--- config.mk ---
export PLATFORM = sky130hd
export DESIGN_NAME = noc_credit_tx
export DESIGN_NICKNAME = d
export VERILOG_FILES = /design/src/rtl/noc_pkg.sv /design/src/rtl/noc_skid_buf.sv /design/src/rtl/noc_credit_tx.sv
export SDC_FILE = /design/constraint.sdc
export NUM_CORES = 1
export LEC_CHECK = 0
export BUFFER_PORTS_ARGS = -buffer_cell sky130_fd_sc_hd__buf_2
export CAP_MARGIN = 20
export CORE_MARGIN = 2
export CORE_UTILIZATION = 45
export DETAILED_ROUTE_END_ITERATION = 8
export PLACE_DENSITY = 0.71
export SLEW_MARGIN = 20
export SYNTH_ARGS = -nofsm -noshare
export SYNTH_HDL_FRONTEND = slang
export SYNTH_SLANG_ARGS = --single-unit
--- constraint.sdc ---
create_clock -name clk -period 8.9 [get_ports clk]
set_clock_uncertainty 0.1 [all_clocks]
set_input_delay 2.225 -clock clk [delete_from_list [all_inputs] [get_ports clk]]
set_output_delay 2.225 -clock clk [all_outputs]
set_load 0.05 [all_outputs]
--- src/rtl/noc_pkg.sv ---
// rtl/noc_pkg.sv - shared flit type and credit-width helper for the NoC link
package noc_pkg;

    localparam int FLIT_W = 64;

    typedef logic [FLIT_W-1:0] flit_t;

    // Counter width able to hold 0..n inclusive; the receiver sizes its
    // occupancy counter with the same function so both ends agree.
    function automatic int credit_w(input int n);
        return $clog2(n + 1);
    endfunction

endpackage

--- src/rtl/noc_skid_buf.sv ---
// rtl/noc_skid_buf.sv - 2-entry FIFO holding flits that could not launch on arrival
module noc_skid_buf
    import noc_pkg::*;
#(
    parameter int WIDTH = FLIT_W
) (
    input  logic             clk,
    input  logic             rst,
    input  logic             push,
    input  logic [WIDTH-1:0] push_data,
    input  logic             pop,
    output logic [WIDTH-1:0] head,
    output logic [1:0]       count
);

    logic [WIDTH-1:0] mem [2];
    logic             rd_ptr;
    logic             wr_ptr;

    always_ff @(posedge clk or posedge rst) begin
        if (rst) begin
            rd_ptr <= 1'b0;
            wr_ptr <= 1'b0;
            count  <= 2'd0;
        end else begin
            if (push) wr_ptr <= ~wr_ptr;
            if (pop)  rd_ptr <= ~rd_ptr;
            count <= count + {1'b0, push} - {1'b0, pop};
        end
    end

    // Payload storage needs no reset: count gates every read.
    always_ff @(posedge clk) begin
        if (push) mem[wr_ptr] <= push_data;
    end

    assign head = mem[rd_ptr];

endmodule

--- src/rtl/noc_credit_tx.sv ---
// rtl/noc_credit_tx.sv - credit-based link transmitter with skid buffer and registered launch
module noc_credit_tx
    import noc_pkg::*;
#(
    parameter  int DATA_WIDTH = FLIT_W,
    parameter  int CREDITS    = 4,
    localparam int CNT_W      = credit_w(CREDITS)
) (
    input  logic                  clk,
    input  logic                  rst,
    input  logic                  in_valid,
    output logic                  in_ready,
    input  logic [DATA_WIDTH-1:0] in_data,
    output logic                  out_valid,
    output logic [DATA_WIDTH-1:0] out_data,
    input  logic                  credit_in,
    output logic [CNT_W-1:0]      credits_avail,
    output logic                  idle,
    output logic                  credit_err
);

    localparam logic [CNT_W-1:0] CNT_MAX = CNT_W'(CREDITS);
    localparam logic [CNT_W-1:0] CNT_ONE = CNT_W'(1);

    logic [1:0]            skid_count;
    logic [DATA_WIDTH-1:0] skid_head;
    logic [CNT_W-1:0]      credit_cnt;
    logic                  skid_empty;
    logic                  accept;
    logic                  src_valid;
    logic [DATA_WIDTH-1:0] src_data;
    logic                  send;
    logic                  push;
    logic                  pop;

    assign skid_empty = (skid_count == 2'd0);
    assign in_ready   = !rst && (skid_count != 2'd2);
    assign accept     = in_valid && in_ready;

    // The skid head always goes first so flits leave in arrival order.
    assign src_valid  = !skid_empty || accept;
    assign src_data   = skid_empty ? in_data : skid_head;
    assign send       = src_valid && (credit_cnt != '0);
    assign pop        = send && !skid_empty;
    assign push       = accept && !(send && skid_empty);

    noc_skid_buf #(
        .WIDTH (DATA_WIDTH)
    ) u_skid (
        .clk       (clk),
        .rst       (rst),
        .push      (push),
        .push_data (in_data),
        .pop       (pop),
        .head      (skid_head),
        .count     (skid_count)
    );

    always_ff @(posedge clk or posedge rst) begin
        if (rst) begin
            out_valid  <= 1'b0;
            out_data   <= '0;
            credit_cnt <= CNT_MAX;
            credit_err <= 1'b0;
        end else begin
            out_valid <= send;
            if (send) out_data <= src_data;
            // A returned credit with the counter already full means the
            // receiver freed a slot we never filled: saturate and flag it.
            case ({send, credit_in})
                2'b10: credit_cnt <= credit_cnt - CNT_ONE;
                2'b01: begin
                    if (credit_cnt == CNT_MAX) credit_err <= 1'b1;
                    else                       credit_cnt <= credit_cnt + CNT_ONE;
                end
                default: ;
            endcase
        end
    end

    assign credits_avail = credit_cnt;
    assign idle          = skid_empty && (credit_cnt == CNT_MAX);

endmodule

==> run metrics <==
CTS root buf=clkbuf_16; clock sinks=approximately 200; WHS Path Cells=1; final hold viol count=0; Post-synth EDFFs=~130; Slew Limit Fails=0; layout cells sized above 1=a little under half; Final Hold Slack=roughly 0.36 ns; via-per-instance ratio=roughly 5.4; Syn Std Cell Area=between 8000 and 9000 um^2; Placed Cells=882; Yosys top cell area share=between 40% and 50%; mux share of post-synthesis cell area=roughly 8.8%; Slew headroom=between 30% and 40%; Pleak=between 3 and 4 nW; post-synthesis xor/xnor area fraction=less than 1%; Syn Nets=614; total clock buffers created by CTS=22; CP Launch Type=input port; CP startpoint=rst; Synth Area in Adders=0.548%; nets=748; CTS tree=built; DRC=0; Skew-Pair Late Insertion Delay=just under 0.5 ns; number of port buffers=138; Post-CTS Hold Buffers=0; #FFs+latches synth=201; mean post-synth cell area=around 15 um^2; Least-Margin Pin Slew=0.919 ns; largest net degree at the start of global routing=70; period utilization=between 50% and 60%; largest family of logic cells by synthesized area=compound AO/OA/AOI/OAI gates; All-Layer GR Usage=18.1%; Simple-Gate Fraction of Synth Area=roughly 4.6%; Final Power=4.09 mW; post-synthesis sequential area ratio=about 69%; Longest Clk Path Bufs=3; status=finished, final reports clean; Clock transition at path regs=0.06 ns; Starting Density=between 40% and 50%; first-pass GRT wire length=~28 mm; Top FF cell, synth=edfxtp_1; total of max-cap violations=0; final WL=around 17 mm; RR Startpoint=credits_avail[0]; pre-CTS setup slack=3.81 ns; die height=about 140 um; Max Freq=approximately 0.20 GHz; fill count=about 1500; die area=approximately 19000 um^2; synth unique cells=39; CP required=~6.6 ns; synth top area cells=edfxtp_1 47%, dfrtp_1 22%, mux2_2 8.8%; Tmin final=slightly above 5 ns; row cnt=a little under 50; PD cells=418 nW/um^2; layout overhead on the synthesized area=19.1%; crit path max fanout=4; cell taking the most area after synthesis=edfxtp_1; top-count cell post-synth=edfxtp_1; via count=between 4000 and 5000; CP endpoint kind=primary output; Final Cell Area=slightly below 10000 um^2; Iteration-0 DRC Markers=285; RD Place Congestion=0.787; Max rail drop VDD=~470 uV; initial antenna violation count=4; min-delay src=credit_err; Synth Warn #=0; Placed Area=between 9000 and 10000 um^2; number of I/O pins=between 100 and 150; CTS resizes=0; Die Wd=between 100 and 150 um; crit path DAT=around 2.8 ns; critical path class=in -> out; R2R cell count=5; Synth top cells by count=128 x edfxtp_1, 73 x nor2_1, 72 x dfrtp_1; vias in the first global route=5432; WL/cell=~19 um; Hold EP=credit_err; First-pass DRT Iterations=4; Post-Layout Cell Count=between 900 and 1000; Core Util, Final=54.5%; antenna violation net count after detailed routing=0; reg2reg setup slack=about 5.6 ns; gr ovfl total=0; Compound-Gate Fraction of Synth Area=a little over an eighth; R2R Path End=u_skid.mem[1][46]; hpwl dp=slightly above 10 mm; H-tree depth=1; TNS Setup=0 ns; Final setup violation count=0; async set-or-reset flop fraction in the synthesized netlist=a little over a third; post-CTS setup buffers=0; RSZ-0062 raised after global routing=no; fin worst setup slack=between 3 and 4 ns; core area=18000 um^2; Cells after Synth=between 500 and 600; hold crit path type=reg -> reg
## where the power goes
part           leakage [nW]  internal (mW)  switching (mW)
clock network         0.360          0.551           0.358
logic                  1.33          0.545            1.24
registers              1.98           1.25           0.146
## cells by family after synthesis
kind of cell | Yosys count
compound gates | 141
xor+xnor | 6
fa+ha+maj | 3
buf+inv | 40
flops | 201
mux | 64
simple gates | 88
## layout make-up
type / count / area, um^2 / area share, %
sequential: 201 / 5670 / 58.0
multi-input combinational: 302 / 2320 / 23.7
timing repair buffer: 145 / 743 / 7.59
clock buffer: 30 / 622 / 6.35
tap: 229 / 287 / 2.93
clock inverter: 10 / 115 / 1.18
inverter: 5 / 20.0 / 0.205
antenna: 2 / 5.00 / 0.0511
## worst max-delay path by stage
stage | depth (start not counted) | slack [ns] | to
after floorplan | 3 | 3.04 | u_skid.mem[0][0]
after global placement | 3 | 3.83 | in_ready
after detailed placement | 3 | 3.81 | in_ready
after CTS | 3 | 3.81 | in_ready
after global routing | 3 | 3.78 | in_ready
final | 3 | 3.80 | in_ready
## cells in the final DEF (no fill, tap or decap), drive strengths merged, types with 2 or more instances in the layout
master / n
clkinv: 7
nor3: 4
buf: 145
o21ai: 4
diode: 2
mux2: 64
bufinv: 2
ha: 2
edfxtp: 128
clkbuf: 30
nand3: 2
xnor2: 4
a21oi: 66
xor2: 2
o22ai: 64
inv: 5
nand2: 2
dfrtp: 72
nor2: 74
## sequential cells by signal, indices dropped and copies added (netlist names)
register,flops
credits_avail,3
u_skid.wr_ptr,1
credit_err,1
out_valid,1
u_skid.count,2
u_skid.rd_ptr,1
out_data,64
u_skid.mem,128
## metal layers
metal  part of all wire (%)  routed length, um  track usage [%]  vias up
met5                  0.075                 13                0        -
met4                    1.8                317             4.68        2
met3                    6.2               1070             4.56       33
met2                     47               8140             29.5      152
met1                     45               7830             24.5     2498
li1                       -                  -                -     2311
## worst max-delay path: stages
cell     delay, ns
buf_2         0.12
a21oi_1       0.14
buf_2         0.28
No activity file was read; power rests on OpenSTA's default activity.
